==> config.mk <==
export PLATFORM = sky130hd
export DESIGN_NAME = fsm_rx_frame
export DESIGN_NICKNAME = d
export VERILOG_FILES = /design/src/rtl/fsm_rx_frame.sv
export SDC_FILE = /design/constraint.sdc
export NUM_CORES = 1
export LEC_CHECK = 0
export ABC_AREA = 1
export CORE_MARGIN = 8
export CORE_UTILIZATION = 40
export CTS_BUF_LIST = sky130_fd_sc_hd__clkbuf_4
export DETAILED_ROUTE_END_ITERATION = 10
export PLACE_DENSITY = 0.63
export RECOVER_POWER = 50
export SYNTH_ARGS = -nofsm -noshare
export SYNTH_HDL_FRONTEND = slang
export SYNTH_SLANG_ARGS = --single-unit
==> constraint.sdc <==
create_clock -name clk -period 2 [get_ports clk]
set_input_delay 0.3 -clock clk [delete_from_list [all_inputs] [get_ports clk]]
set_output_delay 0.3 -clock clk [all_outputs]
set_load 0.005 [all_outputs]
==> src/rtl/fsm_rx_frame.sv <==
// Serial frame receiver state machine: start, data (LSB first), optional
// parity, one or two stop bits, with a per-bit watchdog and optional
// triple-redundant control state.

// Control register with optional triplication. With TMR every copy loads the
// same next value and the output is the bitwise 2-of-3 vote, so a single
// upset copy is outvoted and rewritten on the next clock.
module fsm_rx_frame_treg #(
   parameter int             W   = 1,
   parameter logic [W-1:0]   RST = '0,
   parameter int             TMR = 1
) (
   input  logic         clk,
   input  logic         rst,
   input  logic [W-1:0] d,
   output logic [W-1:0] q
);
   generate
      if (TMR != 0) begin : g_tmr
         logic [W-1:0] c0, c1, c2;
         // three copies, all loaded from the same next value
         always_ff @(posedge clk or negedge rst) begin
            if (!rst) begin
               c0 <= RST;
               c1 <= RST;
               c2 <= RST;
            end else begin
               c0 <= d;
               c1 <= d;
               c2 <= d;
            end
         end
         assign q = (c0 & c1) | (c0 & c2) | (c1 & c2);
      end else begin : g_one
         logic [W-1:0] c0;
         // single copy
         always_ff @(posedge clk or negedge rst) begin
            if (!rst) c0 <= RST;
            else      c0 <= d;
         end
         assign q = c0;
      end
   endgenerate
endmodule

module fsm_rx_frame #(
   parameter int DATA_BITS  = 8,
   parameter int WDOG_LIMIT = 40,
   parameter int TMR_EN     = 1
) (
   input  logic                 clk,
   input  logic                 rst,
   input  logic                 Rx_Synch_i,
   input  logic                 Bit_Synch_i,
   input  logic                 RxBit_i,
   input  logic                 AcqSig_i,
   input  logic [1:0]           ParityMode_i,
   input  logic                 StopBits_i,
   output logic [4:0]           State_o,
   output logic [3:0]           BitCounter_o,
   output logic [DATA_BITS-1:0] Data_o,
   output logic                 DataValid_o,
   output logic                 ParityErr_o,
   output logic                 FrameErr_o,
   output logic                 Timeout_o
);
   typedef enum logic [4:0] {
      S_INTERVAL = 5'b00001,
      S_START    = 5'b00010,
      S_DATA     = 5'b00100,
      S_PARITY   = 5'b01000,
      S_STOP     = 5'b10000
   } state_t;

   logic [4:0] st_q, st_d;
   logic [3:0] cnt_q, cnt_d;
   logic [7:0] wd_q, wd_d;
   state_t     st, st_n;

   // frame-internal datapath
   logic [DATA_BITS-1:0] sreg;
   logic                 acc, perr, ferr, stop_cnt, stop2;
   logic [1:0]           pmode;

   // control strobes from the next-state logic
   logic shift_en, par_chk, stop_smp, done, timeout, clr_frame, load_cfg, wd_run;

   fsm_rx_frame_treg #(.W(5), .RST(5'b00001), .TMR(TMR_EN)) u_st
      (.clk(clk), .rst(rst), .d(st_d), .q(st_q));
   fsm_rx_frame_treg #(.W(4), .RST(4'd0), .TMR(TMR_EN)) u_cnt
      (.clk(clk), .rst(rst), .d(cnt_d), .q(cnt_q));
   fsm_rx_frame_treg #(.W(8), .RST(8'd0), .TMR(TMR_EN)) u_wd
      (.clk(clk), .rst(rst), .d(wd_d), .q(wd_q));

   assign st           = state_t'(st_q);
   assign st_d         = st_n;
   assign State_o      = st_q;
   assign BitCounter_o = cnt_q;

   // next state, counters and datapath strobes; a voted state that is not
   // one-hot falls into the default arm and returns quietly to INTERVAL
   always_comb begin
      st_n      = st;
      cnt_d     = cnt_q;
      wd_d      = wd_q;
      shift_en  = 1'b0;
      par_chk   = 1'b0;
      stop_smp  = 1'b0;
      done      = 1'b0;
      timeout   = 1'b0;
      clr_frame = 1'b0;
      load_cfg  = 1'b0;
      wd_run    = 1'b0;
      case (st)
         S_INTERVAL: begin
            cnt_d = '0;
            wd_d  = '0;
            if (Rx_Synch_i) begin
               st_n      = S_START;
               clr_frame = 1'b1;
            end
         end
         S_START: begin
            wd_run = 1'b1;
            if (Bit_Synch_i) begin
               st_n     = S_DATA;
               load_cfg = 1'b1;
            end
         end
         S_DATA: begin
            wd_run = 1'b1;
            if (Bit_Synch_i) begin
               shift_en = 1'b1;
               if (cnt_q == 4'(DATA_BITS-1)) begin
                  cnt_d = '0;
                  st_n  = (pmode == 2'b01 || pmode == 2'b10) ? S_PARITY : S_STOP;
               end else begin
                  cnt_d = cnt_q + 4'd1;
               end
            end
         end
         S_PARITY: begin
            wd_run = 1'b1;
            if (Bit_Synch_i) begin
               par_chk = 1'b1;
               st_n    = S_STOP;
            end
         end
         S_STOP: begin
            wd_run = 1'b1;
            if (Bit_Synch_i) begin
               stop_smp = 1'b1;
               if (stop_cnt == stop2) begin
                  done = 1'b1;
                  st_n = S_INTERVAL;
               end
            end
         end
         default: begin
            st_n      = S_INTERVAL;
            cnt_d     = '0;
            wd_d      = '0;
            clr_frame = 1'b1;
         end
      endcase
      // watchdog: a bit pulse always beats a coincident expiry
      if (wd_run) begin
         if (Bit_Synch_i) begin
            wd_d = '0;
         end else if (AcqSig_i) begin
            if (wd_q == 8'(WDOG_LIMIT-1)) begin
               timeout   = 1'b1;
               st_n      = S_INTERVAL;
               cnt_d     = '0;
               wd_d      = '0;
               clr_frame = 1'b1;
            end else begin
               wd_d = wd_q + 8'd1;
            end
         end
      end
   end

   // word assembly, parity/stop checking and registered outputs
   always_ff @(posedge clk or negedge rst) begin
      if (!rst) begin
         sreg        <= '0;
         acc         <= 1'b0;
         perr        <= 1'b0;
         ferr        <= 1'b0;
         stop_cnt    <= 1'b0;
         stop2       <= 1'b0;
         pmode       <= 2'b00;
         Data_o      <= '0;
         DataValid_o <= 1'b0;
         ParityErr_o <= 1'b0;
         FrameErr_o  <= 1'b0;
         Timeout_o   <= 1'b0;
      end else begin
         DataValid_o <= done;
         Timeout_o   <= timeout;
         if (clr_frame) begin
            sreg     <= '0;
            acc      <= 1'b0;
            perr     <= 1'b0;
            ferr     <= 1'b0;
            stop_cnt <= 1'b0;
         end
         if (load_cfg) begin
            pmode <= ParityMode_i;
            stop2 <= StopBits_i;
         end
         if (shift_en) begin
            sreg <= {RxBit_i, sreg[DATA_BITS-1:1]};
            acc  <= acc ^ RxBit_i;
         end
         if (par_chk) perr <= ((acc ^ RxBit_i) != pmode[1]);
         if (stop_smp) begin
            stop_cnt <= 1'b1;
            if (!RxBit_i) ferr <= 1'b1;
         end
         if (done) begin
            Data_o      <= sreg;
            ParityErr_o <= perr;
            FrameErr_o  <= ferr | ~RxBit_i;
         end
      end
   end
endmodule
==> results.py, run 1 <==
metrics = {
    "drt": {
        "avgRoutedWirePerCell_um": 12.3,
        "drc_errors": 0,
        "ant_nets": 0,
        "drt_iter0_drc": 45,
        "first_pass_iters": 4,
        "viasPerCell": 4.82,
        "via_count": 1692,
        "routed_wirelength_mm": 4.31,
    },
    "logic_synthesis": {
        "synth_edf_count": 0,
        "yosysUniqueCellTypes": 29,
        "synth_flop_cell": "dfrtp_1",
        "yosys_warnings": 0,
        "syn_nets": 257,
        "synthTopCellsByArea": "dfrtp_1 (51%), nand2_1 (14%), nand4_1 (3.9%), nor2_1 (3.8%), nand3_1 (3.3%)",
        "syn_area_um2": 2090,
        "yosysMostFrequentCell": "nand2_1",
        "netlist_instances": 246,
        "async_reset_ff_share_pct": 100,
        "ys_ff_latch": 44,
        "yosysTopAreaCell": "dfrtp_1",
        "avgSynthCellArea_um2": 8.51,
        "seq_area_frac_synth_pct": 52.6,
        "yosysTopAreaCellShare_pct": 51.4,
        "yosys-top-cells-count": "nand2_1 (79), dfrtp_1 (43), nor2_1 (21)",
    },
    "worst_setup_path": {
        "arrival_ps": 1470,
        "worstPathCellList": "clkdlybuf4s50_1",
        "path_buf_inv": 1,
        "worstSetupPathType": "reg -> out",
        "crit_fanout": 5,
        "start_kind": "flip-flop",
        "slowest_stage": "dfstp_2",
        "end_kind": "output port",
        "slowest_delay_ps": 600,
        "critical-path-top-delay-family": "flip-flops",
        "crit_required_ps": 1700,
    },
    "placed_design": {
        "hpwl_mm": 3.20,
        "gp_congestion": 0.852,
        "place_area_um2": 2450,
        "port-buffer-count": 29,
    },
    "global_route": {
        "grt_util_all_layers_pct": 11.9,
        "overflow": 0,
        "grt_pass1_vias": 1665,
        "grt_pass1_wl_mm": 7.31,
        "antenna_found_initial": 0,
        "grt_max_degree": 24,
    },
    "sta": {
        "fin_crit_ps": 1770,
        "rsz0062_at_grt": "false",
        "slew_violations": 0,
        "fin_skew_ps": 12.0,
        "hold_viol": 0,
        "finalCritPeriodShare_pct": 88.3,
        "setup_tns_ps": 0,
        "tightestPinTransition_ps": 1280,
        "setup_viol": 0,
        "clock.fmax_mhz": 566,
        "slew_headroom_pct": 14.7,
    },
    "cells_and_area": {
        "fin_area_um2": 2520,
        "insertedDiodeCount": 0,
        "fillCellCount": 520,
        "regArea_um2": 1100,
        "syn2layout_area_growth_pct": 20.5,
        "multiInputGateArea_um2": 852,
        "fin_nets": 291,
        "drive_gt1_share_pct": 5.69,
    },
    "cts": {
        "cts_tree": "built",
        "cts_sinks": 44,
        "clk_latency_ps": 350,
        "cts_buffers": 5,
        "ctsHtreeMaxLevel": 2,
        "cts_max_path_buffers": 2,
        "clock-root-buffer": "clkbuf_4",
        "path_clk_slew_ps": 130,
        "cts_resized": 0,
    },
    "power": {
        "leakagePower_nw": 1.22,
        "ir_drop_v": 0.000359,
        "power_density_nw_per_um2": 800,
    },
    "run_status": {
        "outcome": "finished, final reports clean",
    },
    "floorplan": {
        "initial_core_util_pct": 41.3,
        "die_area_um2": 7810,
        "fp.dieW_um": 88.4,
        "core-area_um2": 5070,
        "row_count": 26,
        "die_h_um": 88.4,
        "pin_count": 30,
    },
    "worst_hold_path": {
        "hp-class": "in -> reg",
    },
    "flow_run": {
        "cap_violations": 0,
    },
}
[layer usage]
metal | GRT usage [%] | vias to the layer above | routed length (µm)
met5 | 0 | - | 0
met4 | 3.69 | 0 | 58
met3 | 3.81 | 6 | 213
met2 | 19.8 | 32 | 2020
met1 | 14.3 | 783 | 2010
li1 | - | 871 | -
[final cells by class]
cell class                      count  area share, %
Timing Repair Buffer               34           13.2
Clock buffer                        5           1.49
Tap cell                           70           3.47
Inverter                           20           2.97
Multi-Input combinational cell    175           33.7
Clock inverter                      3           1.49
Sequential cell                    44           43.7
[through the flow]
| step | power (W) | util (%) | hold slack, ps | setup WS [ps] | instances |
|---|---|---|---|---|---|
| after detailed placement | 0.00151 | 48.4 | 314 | 147 | 342 |
| after floorplan | 0.00139 | - | 4.41 | 589 | 246 |
| final | 0.00202 | 49.8 | 469 | 235 | 351 |
| after global placement | 0.00151 | 48.4 | 316 | 155 | 342 |
| after CTS | 0.00205 | 50.0 | 452 | 215 | 351 |
| after global routing | 0.00214 | 49.8 | 484 | 118 | 351 |
[layout by cell type (no fill, tap or decap), types with 2 or more instances in the layout]
| master | count |
|---|---|
| nor2_1 | 21 |
| clkinv_1 | 4 |
| clkbuf_1 | 2 |
| xor2_1 | 4 |
| xnor2_1 | 4 |
| nor3_1 | 9 |
| a22oi_1 | 2 |
| a21oi_1 | 8 |
| clkdlybuf4s50_1 | 28 |
| buf_4 | 2 |
| o21ai_0 | 5 |
| clkbuf_4 | 5 |
| dfrtp_1 | 43 |
| nor3b_1 | 3 |
| nand3_1 | 14 |
| ha_1 | 2 |
| nand4_1 | 13 |
| inv_1 | 17 |
| a31oi_1 | 2 |
| nand2_1 | 81 |
[where the power goes]
part	leakage [nW]	switching [W]	total [W]	internal, W
logic	0.573	0.000292	0.000469	0.000177
registers	0.607	0.0000586	0.00101	0.000950
clock network	0.0403	0.000287	0.000543	0.000256
[final timing paths]
path	slack, ps	to	from	cells after the start
setup reg to reg	340	ferr$_DFF_PN0_	u_wd.g_tmr.c0[0]$_DFF_PN0_	10
setup / recovery	230	State_o[0]	u_st.g_tmr.c0[0]$_DFF_PN1_	1
min in group asynchronous	730	sreg[5]$_DFFE_PN0P_	rst	2
hold reg to reg	490	Data_o[2]$_DFFE_PN0P_	Data_o[2]$_DFFE_PN0P_	2
hold / removal	470	stop2$_DFFE_PN0P_	StopBits_i	3
max in group asynchronous	460	u_st.g_tmr.c0[0]$_DFF_PN1_	rst	3
[state kept, by name, summed over array words and instances (netlist names), 2 cells and up]
name and flops:
Data_o 8, pmode 2, sreg 8, u_cnt.g_tmr.c0 4, u_st.g_tmr.c0 5, u_wd.g_tmr.c0 8
[timing repair]
| item | CTS | global route |
|---|---|---|
| endpoints found under the hold margin | 21 | 0 |
| setup buffers | 0 | 0 |
| hold buffers | 1 | 0 |
| endpoints found under the setup margin | 0 | 0 |
[cell families after synthesis]
logic type                 synth area share [%]
buffers and inverters                      6.21
xor gates and xnor gates                   3.34
DFF                                        52.6
adders and majority gates                  1.19
AOI/OAI and AO/OA                          5.14
and+or+nand+nor                            31.5
Power figures use the tool's default switching activity.
==> run 2, diff against run 1 <==
--- a/config.mk
+++ b/config.mk
@@ -6,6 +6,7 @@
 export NUM_CORES = 1
 export LEC_CHECK = 0
 export ABC_AREA = 1
+export ABC_CLOCK_PERIOD_IN_PS = 2000
 export CORE_MARGIN = 8
 export CORE_UTILIZATION = 40
 export CTS_BUF_LIST = sky130_fd_sc_hd__clkbuf_4
==> results of run 2 <==
Final layout, timing and power as in run 1 (identical DEF).
